[src/rtl/ov7670_cfg_ctrl.sv]
// OV7670 power-up configuration sequencer: walks the register LUT and hands each
// {reg_addr, reg_data} entry to the SCCB write master, with delays, retries and status.
module ov7670_cfg_ctrl #(
    parameter int unsigned LUT_SIZE  = 165,
    parameter int unsigned PWR_DLY   = 1000000,
    parameter int unsigned RST_DLY   = 50000,
    parameter int unsigned GAP_DLY   = 100,
    parameter int unsigned MAX_RETRY = 3
) (
    input  logic        clk,
    input  logic        rst_n,
    input  logic        cfg_start,
    output logic [7:0]  lut_index,
    input  logic [15:0] lut_data,
    output logic        i2c_req,
    output logic [7:0]  i2c_addr,
    output logic [7:0]  i2c_wdata,
    input  logic        i2c_ack,
    input  logic        i2c_nack,
    output logic        cfg_busy,
    output logic        cfg_done,
    output logic        cfg_err,
    output logic [7:0]  cfg_cnt
);

    typedef enum logic [2:0] {
        PWR_WAIT,
        FETCH,
        REQ,
        GAP,
        RST_WAIT,
        DONE,
        ERR
    } state_t;

    localparam logic [23:0] PWR_LAST    = 24'(PWR_DLY > 0 ? PWR_DLY - 1 : 0);
    localparam logic [23:0] RST_LAST    = 24'(RST_DLY > 0 ? RST_DLY - 1 : 0);
    localparam logic [23:0] GAP_LAST    = 24'(GAP_DLY > 0 ? GAP_DLY - 1 : 0);
    localparam logic [7:0]  END_INDEX   = 8'(LUT_SIZE);
    localparam logic [7:0]  RETRY_LIMIT = 8'(MAX_RETRY);

    state_t      state;
    state_t      state_nxt;
    logic [23:0] dly_cnt;
    logic [7:0]  retry;
    logic        soft_rst;
    logic        lut_end;

    // COM7 (0x12) with bit7 set resets the sensor, which then needs its settle time
    assign soft_rst = (i2c_addr == 8'h12) && i2c_wdata[7];
    assign lut_end  = (lut_index == END_INDEX);

    always_ff @(posedge clk or negedge rst_n) begin
        if (!rst_n) begin
            state <= PWR_WAIT;
        end else begin
            state <= state_nxt;
        end
    end

    always_comb begin
        state_nxt = state;
        case (state)
            PWR_WAIT: if (dly_cnt == PWR_LAST) state_nxt = FETCH;
            FETCH:    state_nxt = REQ;
            REQ: begin
                if (i2c_ack) begin
                    if (i2c_nack) begin
                        state_nxt = (retry + 8'd1 == RETRY_LIMIT) ? ERR : GAP;
                    end else begin
                        state_nxt = soft_rst ? RST_WAIT : GAP;
                    end
                end
            end
            GAP:      if (dly_cnt == GAP_LAST) state_nxt = lut_end ? DONE : FETCH;
            RST_WAIT: if (dly_cnt == RST_LAST) state_nxt = lut_end ? DONE : FETCH;
            DONE:     if (cfg_start) state_nxt = FETCH;
            ERR:      if (cfg_start) state_nxt = FETCH;
            default:  state_nxt = PWR_WAIT;
        endcase
    end

    always_ff @(posedge clk or negedge rst_n) begin
        if (!rst_n) begin
            dly_cnt   <= '0;
            retry     <= '0;
            lut_index <= '0;
            cfg_cnt   <= '0;
            i2c_req   <= 1'b0;
            i2c_addr  <= '0;
            i2c_wdata <= '0;
            cfg_busy  <= 1'b0;
            cfg_done  <= 1'b0;
            cfg_err   <= 1'b0;
        end else begin
            dly_cnt  <= (state_nxt != state) ? '0 : dly_cnt + 24'd1;
            // Status and request flags follow the next state so they line up with it
            i2c_req  <= (state_nxt == REQ);
            cfg_busy <= (state_nxt != DONE) && (state_nxt != ERR);
            cfg_done <= (state_nxt == DONE);
            cfg_err  <= (state_nxt == ERR);

            if (state == FETCH) begin
                i2c_addr  <= lut_data[15:8];
                i2c_wdata <= lut_data[7:0];
            end

            if (state == REQ && i2c_ack) begin
                if (i2c_nack) begin
                    retry <= retry + 8'd1;
                end else begin
                    retry     <= '0;
                    lut_index <= lut_index + 8'd1;
                    cfg_cnt   <= cfg_cnt + 8'd1;
                end
            end

            if ((state == DONE || state == ERR) && cfg_start) begin
                retry     <= '0;
                lut_index <= '0;
                cfg_cnt   <= '0;
            end
        end
    end

endmodule

[config.mk]
export PLATFORM = sky130hd
export DESIGN_NAME = ov7670_cfg_ctrl
export DESIGN_NICKNAME = d
export VERILOG_FILES = /design/src/rtl/ov7670_cfg_ctrl.sv
export SDC_FILE = /design/constraint.sdc
export NUM_CORES = 1
export LEC_CHECK = 0
export CAP_MARGIN = 0
export CORE_ASPECT_RATIO = 1.75
export CORE_MARGIN = 1.5
export CORE_UTILIZATION = 54
export DETAILED_ROUTE_END_ITERATION = 10
export HOLD_SLACK_MARGIN = 0.02
export PLACE_DENSITY = 0.8
export SLEW_MARGIN = 0
export SYNTH_ARGS = -nofsm -noshare
export SYNTH_HDL_FRONTEND = slang
export SYNTH_SLANG_ARGS = --single-unit
[constraint.sdc]
create_clock -name clk -period 3.15 [get_ports clk]
set_clock_uncertainty 0.15 [all_clocks]
set_input_delay 0.315 -clock clk [delete_from_list [all_inputs] [get_ports clk]]
set_output_delay 0.315 -clock clk [all_outputs]
set_load 0.05 [all_outputs]
==> flow_summary.ini <==
[timing]
hold_viol = 0
timing.fmax_mhz = 340
slew_violations = 0
worst_pin_slew_ns = 0.760
setup_tns_ns = 0
relSlewSlack_pct = 49.3
layout_min_cycle_time_ns = 2.94
setup_viol = 0
rsz0062_at_grt = false
period_share_pct = 93.3

[setup_path]
worst_path_max_delay_cell = or4_2
r2r_cells = 8
cpLargestDelayFamily = simple AND/OR/NAND/NOR gates
worst_path_largest_cell_delay_ns = 0.55
critPathKind = flip-flop to flip-flop
cp_num_buf_inv = 1
r2r_start = retry[1]
r2r_slack_ns = 0.21
r2r-end = dly_cnt[4]
crit_path_end_kind = flip-flop
crit_chain = ha_1 -> or4_2 -> o221a_2 -> a2111o_1 -> a21oi_1 -> nand4b_4 -> buf_4 -> nor2_1
cp-start-kind = flip-flop
cp.required_ns = 3.21
cp_max_fo = 24
worst_ep_arrival_time_ns = 3.00

[clock_network]
numCtsBuffers = 9
clock_path_buffers = 2
root_buffer = clkbuf_16
htreeDepth = 3
clk_latency_ns = 0.34
cts_tree = yes
clock_sinks = 71
cts.clk_slew.worst_paths_ns = 0.05
post_cts_buffers = 0

[synth]
ys_seq_area_share_pct = 48.7
synth-seq-cells = 71
synth_area_mm2 = 0.00365
syn_nets = 392
ys_types = 45
ys.flop_type = dfrtp_1
yosys_warnings = 0
synth_edf_count = 0
syn_inst = 365
async_flop_share_pct = 100
syn_avg_cell_area_um2 = 10.0

[layout]
design_area_mm2 = 0.00464
final_common_cell = dfrtp_1
layout.area.seq_mm2 = 0.00178
final_layout_size_suffix_gt1_share_pct = 13.9
final_cell_mix = dfrtp_1, nor2_1, clkdlybuf4s50_1
fin_nets = 454
num_antenna_cells = 0
multi_input_area_mm2 = 0.00176
syn2layout_area_growth_pct = 27.1
final_util_pct = 70.9
fillers = 516

[route]
totalWireLength_mm = 8.36
antenna_left = 0
via_count = 2948
drcViolationCount = 0
viasPerCell = 5.74
drtIter0Drc = 238
dr.pass1.iters = 5
wl_per_cell_um = 16.3

[grt]
antenna_found_initial = 0
overflow = 0
grt_pass1_vias = 3001
grt_start_max_net_pins = 33
track_usage_pct = 25.3
grt_pass1_wl_mm = 14.0

[die]
core_area_mm2 = 0.00654
num_rows = 39
die_w_um = 65.1
die_h_um = 112
die_area_mm2 = 0.00728
io_pins = 57
start_util_pct = 55.8

[min_path]
holdCritStartpoint = dly_cnt[0]
hold-path-cell-count = 1
min_to = dly_cnt[0]
hold_class = flip-flop to flip-flop

[power_and_ir_drop]
p_seq_share_pct = 32.2
clockPowerShare_pct = 25.9
swShare_pct = 40.9
pwr-share-comb_pct = 42.0
powerDensity_mw_per_mm2 = 920
p_leak_uw = 0.00200
peakVddDrop_mv = 0.536
p_int_uw = 2520
switchingPower_uw = 1750

[placement]
place.gp.congestion = 0.857
dp_hpwl_mm = 5.94
placed_cell_area_mm2 = 0.00430
io_buffers = 56

[job]
maxCapViolations = 0

[status]
status = complete, no violations
-- stage by stage --
stage / instances / power (µW) / hold slack, ns / setup slack, ns
after global routing: 514 / 4480 / 0.368 / 0.0380
final: 514 / 4270 / 0.339 / 0.211
after detailed placement: 497 / 3170 / 0.275 / 0.235
after floorplan: 365 / 2610 / -0.131 / 0.479
after CTS: 514 / 4300 / 0.341 / 0.217
after global placement: 497 / 3120 / 0.270 / 0.324
-- worst max path at each step --
stage / from / end / slack, ns / cells past startpoint
finish: retry[1] / dly_cnt[4] / 0.21 / 8
detailed placement: retry[0] / dly_cnt[6] / 0.23 / 8
global placement: retry[0] / dly_cnt[3] / 0.32 / 8
floorplan: retry[0] / dly_cnt[16] / 0.48 / 8
global route: retry[0] / dly_cnt[4] / 0.04 / 8
CTS: retry[0] / dly_cnt[3] / 0.22 / 8
-- per-layer routing --
layer	GRT usage (%)	wire, µm	vias to the layer above
met5	0	0	-
met4	12.2	312	0
met3	6.06	267	23
met2	45.8	4710	74
met1	26.6	3070	1446
li1	-	-	1405
-- kinds of logic after synthesis --
kind of cell	share of synthesized area, %
AO/OA/AOI/OAI	6.69
XOR/XNOR	9.60
adder cells (fa/ha/maj)	2.06
buffers and inverters	3.02
flip-flops	48.7
multiplexers	5.25
AND/OR/NAND/NOR	24.7
-- flip-flops by register name (all words and copies together) (netlist names) --
name       count
i2c_wdata      8
lut_index      8
cfg_err        1
cfg_busy       1
state          3
cfg_done       1
i2c_req        1
i2c_addr       8
dly_cnt       24
retry          8
cfg_cnt        8
-- power groups by stage --
| stage | Sequential [µW] | Clock [µW] | Combinational [µW] |
|---|---|---|---|
| final | 1370 | 1100 | 1790 |
| after global routing | 1410 | 1160 | 1900 |
| after CTS | 1370 | 1120 | 1800 |
| after detailed placement | 1380 | 0 | 1790 |
| after global placement | 1360 | 0 | 1760 |
| after floorplan | 1890 | 0 | 721 |
-- final cells by class --
cell class | count | area share (%)
clock buffers | 11 | 5.45
flip-flops and latches | 71 | 38.3
clock inverters | 5 | 1.73
inverters | 8 | 0.647
multi-input cells | 271 | 38.0
well taps | 82 | 2.21
repair buffers | 66 | 13.6
-- cell usage after synthesis (all sizes together), types with 2 or more instances --
cell	instances	area, µm²
and3	12	77.6
a21oi	4	20.0
o21ai	18	90.1
nor2	69	287
nor4bb	2	20.0
nor2b	2	12.5
nor4b	3	26.3
or4	2	16.3
nand2	24	90.1
and2	2	12.5
a211oi	2	27.5
and4	4	35.0
inv	8	30.0
dfrtp	71	1780
nand3	16	80.1
ha	6	75.1
xnor2	15	131
o31ai	3	22.5
nor3	5	25.0
mux2	17	191
nor4	4	25.0
a22oi	3	22.5
buf	4	38.8
xor2	25	219
clkbuf	11	41.3
nand4	19	119
-- repair_timing --
| item | 4_1_cts | 5_1_grt |
|---|---|---|
| hold buffers | 1 | 0 |
| hold endpoints to repair | 30 | 0 |
| gates resized for setup | 0 | 0 |
(Power assumes the default switching activity.)
